`src/rtl/duty_ramp_ctrl.sv`:
```
// duty_ramp_ctrl: ms-paced up/hold/down duty sequencer feeding a 100-step PWM.
// Define DUTY_RAMP_GAMMA_EN for a squared output curve with one extra register stage.
module duty_ramp_ctrl #(
    parameter int SYS_CLK_FREQ = 100_000_000
) (
    input  logic       clk,
    input  logic       reset_n,
    input  logic       start,
    input  logic       stop,
    input  logic       cont,
    input  logic [7:0] step_ms,
    input  logic [9:0] hold_ms,
    input  logic [6:0] duty_max,
    output logic [6:0] duty,
    output logic       busy,
    output logic       done
);
    localparam int DIV = (SYS_CLK_FREQ / 1000 < 1) ? 1 : SYS_CLK_FREQ / 1000;
    localparam int PW  = (DIV > 1) ? $clog2(DIV) : 1;

    typedef enum logic [2:0] {IDLE, UP, HOLD_HI, DOWN, HOLD_LO} state_t;

    state_t        state_q;
    logic [PW-1:0] pre_q;
    logic          start_q, stop_q, armed_q, stopping_q, busy_q, done_q;
    logic [9:0]    cnt_q, len_q;
    logic [6:0]    ceil_q, lin_q;
    logic          ms_tick, start_edge, stop_edge, last_tick, at_ceil, at_floor, hold_nz;
    logic [9:0]    step_len;
    logic [6:0]    ceil_d;

    assign ms_tick    = (pre_q == PW'(DIV - 1));
    // armed_q masks the first cycle after reset so a level held through reset is not an edge
    assign start_edge = armed_q & start & ~start_q;
    assign stop_edge  = armed_q & stop & ~stop_q;
    assign last_tick  = ms_tick & (cnt_q + 10'd1 == len_q);
    assign step_len   = (step_ms == 8'd0) ? 10'd1 : {2'b00, step_ms};
    assign ceil_d     = (duty_max > 7'd100) ? 7'd100 : duty_max;
    assign at_ceil    = (lin_q == ceil_q);
    assign at_floor   = (lin_q == 7'd0);
    assign hold_nz    = (hold_ms != 10'd0);
    assign busy       = busy_q;
    assign done       = done_q;

    always_ff @(posedge clk or negedge reset_n) begin
        if (!reset_n) pre_q <= '0;
        else pre_q <= ms_tick ? '0 : pre_q + 1'b1;
    end

    always_ff @(posedge clk or negedge reset_n) begin
        if (!reset_n) begin
            state_q    <= IDLE;
            start_q    <= 1'b0;
            stop_q     <= 1'b0;
            armed_q    <= 1'b0;
            stopping_q <= 1'b0;
            cnt_q      <= '0;
            len_q      <= '0;
            ceil_q     <= '0;
            lin_q      <= '0;
            busy_q     <= 1'b0;
            done_q     <= 1'b0;
        end else begin
            start_q <= start;
            stop_q  <= stop;
            armed_q <= 1'b1;
            done_q  <= 1'b0;
            if (ms_tick) cnt_q <= cnt_q + 10'd1;
            case (state_q)
                IDLE: if (start_edge && !stop_edge) begin
                    ceil_q     <= ceil_d;
                    lin_q      <= '0;
                    stopping_q <= 1'b0;
                    cnt_q      <= '0;
                    len_q      <= step_len;
                    busy_q     <= 1'b1;
                    state_q    <= UP;
                end
                UP: if (stop_edge) begin
                    stopping_q <= 1'b1;
                    cnt_q      <= '0;
                    len_q      <= step_len;
                    state_q    <= DOWN;
                end else if (at_ceil || last_tick) begin
                    // at_ceil on entry only happens for a zero ceiling: skip straight past UP
                    cnt_q <= '0;
                    if (!at_ceil) lin_q <= lin_q + 7'd1;
                    if (at_ceil || lin_q + 7'd1 == ceil_q) begin
                        len_q   <= hold_nz ? hold_ms : step_len;
                        state_q <= hold_nz ? HOLD_HI : DOWN;
                    end else begin
                        len_q <= step_len;
                    end
                end
                HOLD_HI, HOLD_LO: if (stop_edge) begin
                    stopping_q <= 1'b1;
                    cnt_q      <= '0;
                    len_q      <= step_len;
                    state_q    <= DOWN;
                end else if (last_tick) begin
                    cnt_q   <= '0;
                    len_q   <= step_len;
                    state_q <= (state_q == HOLD_HI) ? DOWN : UP;
                end
                DOWN: begin
                    if (stop_edge) stopping_q <= 1'b1;
                    if (at_floor || last_tick) begin
                        cnt_q <= '0;
                        len_q <= step_len;
                        if (!at_floor) lin_q <= lin_q - 7'd1;
                        if (lin_q <= 7'd1) begin
                            if (stopping_q || stop_edge || !cont) begin
                                busy_q  <= 1'b0;
                                done_q  <= 1'b1;
                                state_q <= IDLE;
                            end else if (hold_nz) begin
                                len_q   <= hold_ms;
                                state_q <= HOLD_LO;
                            end else begin
                                state_q <= UP;
                            end
                        end
                    end
                end
                default: state_q <= IDLE;
            endcase
        end
    end

`ifdef DUTY_RAMP_GAMMA_EN
    logic [13:0] sq;
    logic [6:0]  duty_q;

    assign sq   = 14'(lin_q) * 14'(lin_q) + 14'd50;
    assign duty = duty_q;

    always_ff @(posedge clk or negedge reset_n) begin
        if (!reset_n) duty_q <= '0;
        else duty_q <= 7'(sq / 14'd100);
    end
`else
    assign duty = lin_q;
`endif

endmodule

```
`config.mk`:
```
export PLATFORM = sky130hd
export DESIGN_NAME = duty_ramp_ctrl
export DESIGN_NICKNAME = d
export VERILOG_FILES = /design/src/rtl/duty_ramp_ctrl.sv
export SDC_FILE = /design/constraint.sdc
export NUM_CORES = 1
export LEC_CHECK = 0
export CELL_PAD_IN_SITES_DETAIL_PLACEMENT = 0
export CELL_PAD_IN_SITES_GLOBAL_PLACEMENT = 1
export CORE_ASPECT_RATIO = 1.75
export CORE_UTILIZATION = 40
export CTS_BUF_LIST = sky130_fd_sc_hd__clkbuf_8
export DETAILED_ROUTE_END_ITERATION = 16
export PLACE_DENSITY_LB_ADDON = 0.3
export SLEW_MARGIN = 10
export SYNTH_ARGS = -nofsm -noshare
export SYNTH_HDL_FRONTEND = slang
export SYNTH_SLANG_ARGS = --single-unit
```
`constraint.sdc`:
```
create_clock -name clk -period 5 [get_ports clk]
set_input_delay 0.75 -clock clk [delete_from_list [all_inputs] [get_ports clk]]
set_output_delay 0.75 -clock clk [all_outputs]
set_load 0.005 [all_outputs]
```
# Word-level counts from Yosys, hierarchy flattened

Index checks and enable logic that the tools add are counted.

Register bits: 60
Bits in latches: 0
Bits in writable memories: 0
Bits in read-only memories: 0
Bits of input ports: 30
Output and inout port bits: 9
Logic and storage cells: 123
Memories: 0

$add $sub $neg: 4
Multiply operators: 0
Div/mod/pow operators: 0
Order comparisons: 2
Equal/unequal tests: 20
Shifts and indexed selects: 0
Multiplexer cells: 54
Bitwise logic cells: 7
Reduce and logical (&&, ||, !) cells: 24

Operators by type and width:

| cell                  | number |
|---|---|
| $mux 10               | 17 |
| $pmux 10 s4           | 2 |
| $mux 7                | 7 |
| $mux 3                | 10 |
| $pmux 7 s3            | 1 |
| $add 17x1->17 const B | 1 |
| $eq 17x17->1 const B  | 1 |
| $mux 17               | 1 |
| $ne 2x2->1 const B    | 8 |
| $eq 7x7->1            | 2 |
| $pmux 3 s4            | 1 |
| $mux 1                | 11 |
| $add 10x1->10 const B | 1 |
| $eq 10x10->1          | 1 |
| $reduce_and 5->1      | 2 |
| $reduce_bool 10->1    | 1 |
| $ne 3x3->1 const B    | 3 |
| $logic_not 8->1       | 1 |
| $mux 8                | 1 |
| $add 7x1->7 const B   | 1 |
| $gt 7x7->1 const B    | 1 |
| $le 7x1->1 const B    | 1 |
| $logic_not 7->1       | 1 |
| $reduce_and 7->1      | 1 |
| 21 further kinds      | 34 |

# Depth between registers and ports, before layout

Depth after elaboration: 8
Depth in mapped cells: 10
Depth with buffers taken out: 9

# Worst setup path before layout

OpenSTA, ideal clock, no wires.

Path kind: input -> register
Start: in hold_ms[4]
End: reg len_q[0]
Library setup time: 0.125 ns
Arrival time: 2.820 ns
Required time: 4.875 ns
Setup slack: 2.055 ns
Stages: 7
Buffers on the path: 0
Cells stage by stage: or4_1 nor4_1 nor3b_1 mux2i_1 a21oi_1 o221ai_1 mux2_2

Word-level cells in the longest chain between the ends: 6
Elaborated cells between the ends (all ways): 9
Those cells by class: mux (8); reduce/logical (1)

RTL lines:

| item                       | RTL line | source |
|---|---|---|
| start, declared            | 12       | `input logic [9:0] hold_ms,` |
| $reduce_bool 10->1 (*)     | 41       | `assign hold_nz = (hold_ms != 10'd0);` |
| $mux 10 (*)                | 89, 116  |  |
| $mux 10 (on tied branches) | 112, 88  |  |
| $mux 10 (on tied branches) | 111, 84  |  |
| $mux 10 (on tied branches) | 107, 79  |  |
| $pmux 10 s4 (*)            | 69       | `case (state_q)` |
| end signal, assigned       | 75       | `len_q <= step_len;` |
| end signal, assigned       | 109      | `len_q <= step_len;` |
| end signal, assigned       | 117      | `len_q <= hold_ms;` |
| end, declared              | 26       | `logic [9:0] cnt_q, len_q;` |

Mark *: on every way between the ends. The rest lies on a longest branch, timed or not. The select of a mux whose other input is x is not followed.
A chain may end at the register's enable or synchronous reset.

# Worst setup path after layout

Start: reg cnt_q[0]
End: reg len_q[9]

Word-level cells in the longest chain between the ends: 6
Elaborated cells between the ends (all ways): 9
Those cells by class: add/sub (1); eq/ne (4); bitwise (1); reduce/logical (3)

RTL lines:

| item                                               | RTL line | source |
|---|---|---|
| start, declared                                    | 26       |  |
| start signal, assigned                             | 68       | `if (ms_tick) cnt_q <= cnt_q + 10'd1;` |
| $add 10x1->10 (*)                                  | 36       | `assign last_tick = ms_tick & (cnt_q + 10'd1 == len_q);` |
| $eq 10x10->1 (*)                                   | 36       |  |
| $and 1x1->1 (*)                                    | 36       |  |
| $logic_or 1x1->1 (on tied branches)                | 84, 107  |  |
| $ne 3x3->1 (no line) or $ne 2x2->1 (tied branches) | --       |  |
| $reduce_and 5->1 (no line) (*)                     | --       |  |
| end signal, assigned                               | 82       | `len_q <= step_len;` |
| end signal, assigned                               | 89       | `len_q <= hold_nz ? hold_ms : step_len;` |
| end signal, assigned                               | 92       | `len_q <= step_len;` |

Mark *: on every way between the ends. The rest lies on a longest branch, timed or not.

==> summary.md <==
| Metric | Value |
|---|---|
| Worst-path clk slew | 0.07 ns |
| ANT cells | 0 |
| Largest net degree at the start of global routing | 61 |
| Synth Cell Area | 3831 um^2 |
| Via/cell ratio | 5.696 |
| Via count | approximately 3400 |
| Main combinational cell family by area after synthesis | simple AND/OR/NAND/NOR gates |
| Delay-heaviest family, CP | simple AND/OR/NAND/NOR gates |
| Placed Cells | ~580 |
| Post-synthesis xor/xnor area fraction | 0.09830 |
| Required @ worst endpoint | 5.23 ns |
| I/O Buffers | 38 |
| Synth Area in Compound Gates | 0.1865 |
| Syn. warnings | 0 |
| Core area | 9209 um^2 |
| CP bufs+invs | 0 |
| Max Slew Vio Count | 0 |
| Max clock buf depth | 2 |
| Distinct cells, synth | 63 |
| Critical path's largest stage delay | 0.66 ns |
| I/O pins | 39 |
| Final Non-Filler Cells | 593 |
| Simple-Gate Fraction of Synth Area | 0.2554 |
| Clk root buf | clkbuf_8 |
| Syn_area_per_cell | 8.828 um^2 |
| Hold path startpoint | pre_q[0] |
| Post-synthesis cell count | 434 |
| Post-synth EDFFs | 0 |
| Setup slack, reg-to-reg | ~1.6 ns |
| CTS tree | yes |
| Tcrit/Tclk final | 0.6780 |
| Lkg Pwr | 0.001911 uW |
| Fraction of registers with async set/reset | 1.000 |
| Rows | 46 |
| Crit path DAT | 3.62 ns |
| Routability congestion estimate | 0.8913 |
| Setup violations, final | 0 |
| Cell chain of the critical path | ha_1 -> nand3_1 -> nor3_1 -> xnor2_1 -> a2111oi_4 -> nand4_1 -> nand2_1 -> mux2_2 |
| Hold buffers post-CTS | 0 |
| CTS Sinks | 60 |
| Reg2reg start | cnt_q[0] |
| Hold-critical path depth | 1 |
| R2R Path End | len_q[9] |
| Final Hold Viols | 0 |
| Slowest stage cell, crit path | nand2_1 |
| Drt wl/cell | 17.15 um |
| Nets | 505 |
| Setup Skew | 0.01093 ns |
| Final Critical Period | 3.390 ns |
| Post-route DRC | 0 |
| Clock Latency Late Sink | around 0.35 ns |
| Post-synth top flop | dfrtp_1 |
| Hold EP | pre_q[0] |
| H-tree Lvls | 3 |
| Synth Register Bits | 60 |
| RSZ-0062 raised after global routing | false |
| CTS resizes | 0 |
| Number of max-cap violations | 0 |
| Outcome | completed |
| Post-Synth Adder-Cell Area | 0.01960 |
| Worst-Margin Slew | 0.7868 ns |
| Die width | 75.98 um |
| Antenna Nets Post-Route | 0 |
| Critical Path End Type | flop |
| TNS Setup | 0 ns |
| Die area | 9989 um^2 |
| Critical path start-end classification | flop to flop |
| Initial antenna violation count | 0 |
| Mux cell area share after synthesis | 0.01666 |
| Peak Freq | between 200 and 300 MHz |
| Seq/Total Area, Yosys | 0.3919 |
| Initial Utilization | 0.4160 |
| Startpoint types | flop |
| Grt total ovfl | 0 |
| Die height | 131.5 um |
| Global-route wire length before repair | approximately 17000 um |
| Iter 0 DRT Violations | 151 |
| Slew margin rel. | 0.4755 |
| Aggregate global-route resource usage | 0.2223 |
| Drt first pass iters | 4 |
| Layout area overhead | 18.71% |
| Number of global-route vias before repair | 3534 |
| P per Cell Area | 456.4 nW/um^2 |
| Peak VDD IR | 0.0002005 V |
| Worst-path fanout max | 20 |
| Share of cells above drive strength 1 | 0.06977 |
| Worst Reg-to-Reg Cells | 8 |
| Inserted Clock Buffers | 9 |
| Fillers | 895 |
| Detailed placement HPWL | 7616 um |
| Postcts setup bufs | 0 |
| Routed wire length | roughly 10000 um |
| Worst hold path class | flop to flop |
| Post-Syn Nets | between 400 and 500 |
==> registers in the layout (all words and copies together), names as in the netlist <==
signal	flops
cnt_q	10
duty	7
start_q	1
busy	1
len_q	10
stopping_q	1
state_q	3
ceil_q	7
armed_q	1
pre_q	17
stop_q	1
done	1
==> worst max path at each step <==
stage	start	to	slack (ns)	cells after the start
2_1_floorplan	hold_ms[4]	len_q[0]	2.05	7
3_3_place_gp	stop	len_q[9]	1.55	8
3_5_place_dp	stop	len_q[0]	1.49	8
4_1_cts	cnt_q[0]	len_q[9]	1.57	8
5_1_grt	cnt_q[0]	len_q[0]	1.25	8
6_report	cnt_q[0]	len_q[9]	1.61	8
==> layout by cell type, fill, tap and decap left out, drive strengths merged, types with 4 or more instances in the layout <==
cell type,count
nand4,9
a21oi,16
and3,9
nor3,15
and4,5
o21ai,25
nor2,40
or2,4
nand3,21
o31ai,7
inv,10
a2bb2oi,8
nor4,6
ha,6
xor2,18
o211a,4
o211ai,5
clkdlybuf4s50,37
and2,5
buf,5
nand2,52
nand4b,4
dfrtp,60
clkbuf,10
xnor2,25
a32oi,7
==> final cells by class <==
class	instances	area (um^2)	share of cell area
sequential	60	1501	0.3301
timing repair buffer	42	405.4	0.08913
tap	120	150.1	0.03301
clock buffer	10	137.6	0.03026
inverter	11	41.29	0.009078
clock inverter	5	100.1	0.02201
multi-input combinational	345	2212	0.4864
==> through the flow <==
stage | util | setup slack [ns] | hold WS (ns) | power (uW) | cell area (um^2)
after floorplan | - | 2.055 | 0.4479 | 1284 | 3831
after global placement | 0.4681 | 1.552 | 0.4721 | 1535 | 4310
after detailed placement | 0.4681 | 1.489 | 0.4699 | 1542 | 4310
after CTS | 0.4939 | 1.572 | 0.4839 | 2091 | 4548
after global routing | 0.4939 | 1.248 | 0.5254 | 2220 | 4548
final | 0.4939 | 1.610 | 0.4849 | 2076 | 4548
==> cells in the mapped netlist (4+ instances only) <==
cell / instances / share of area
o31ai_1: 7 / 0.014
and4_1: 5 / 0.011
nand2_1: 52 / 0.051
a32oi_1: 7 / 0.016
o21ai_0: 25 / 0.033
o211ai_1: 5 / 0.0098
ha_1: 6 / 0.020
a21oi_1: 15 / 0.020
nand4b_1: 4 / 0.0091
dfrtp_1: 60 / 0.39
o211a_1: 4 / 0.010
nor3_1: 15 / 0.020
xnor2_1: 25 / 0.057
nand4_1: 9 / 0.015
a2bb2oi_1: 8 / 0.018
nor4_1: 5 / 0.0082
inv_1: 10 / 0.0098
clkbuf_1: 14 / 0.014
xor2_1: 18 / 0.041
nor2_1: 40 / 0.039
and3_1: 9 / 0.015
and2_1: 4 / 0.0065
nand3_1: 21 / 0.027
==> cells by family after synthesis <==
kind of cell | Yosys count
flops | 60
buf+inv | 29
simple gates | 190
mux | 6
xor+xnor | 43
other cells | 1
fa+ha+maj | 6
compound gates | 99
==> report_power, final <==
| group | internal, uW | switching (uW) |
|---|---|---|
| Combinational | 380 | 447 |
| Clock | 340 | 199 |
| Sequential | 571 | 139 |
==> metal layers <==
metal / track usage / routed length [um]
met1: 0.2345 / 3949
met2: 0.3970 / 5404
met3: 0.03264 / 248
met4: 0.1603 / 568
met5: 0 / 0
Note: power is estimated with default switching activity, not from simulation.
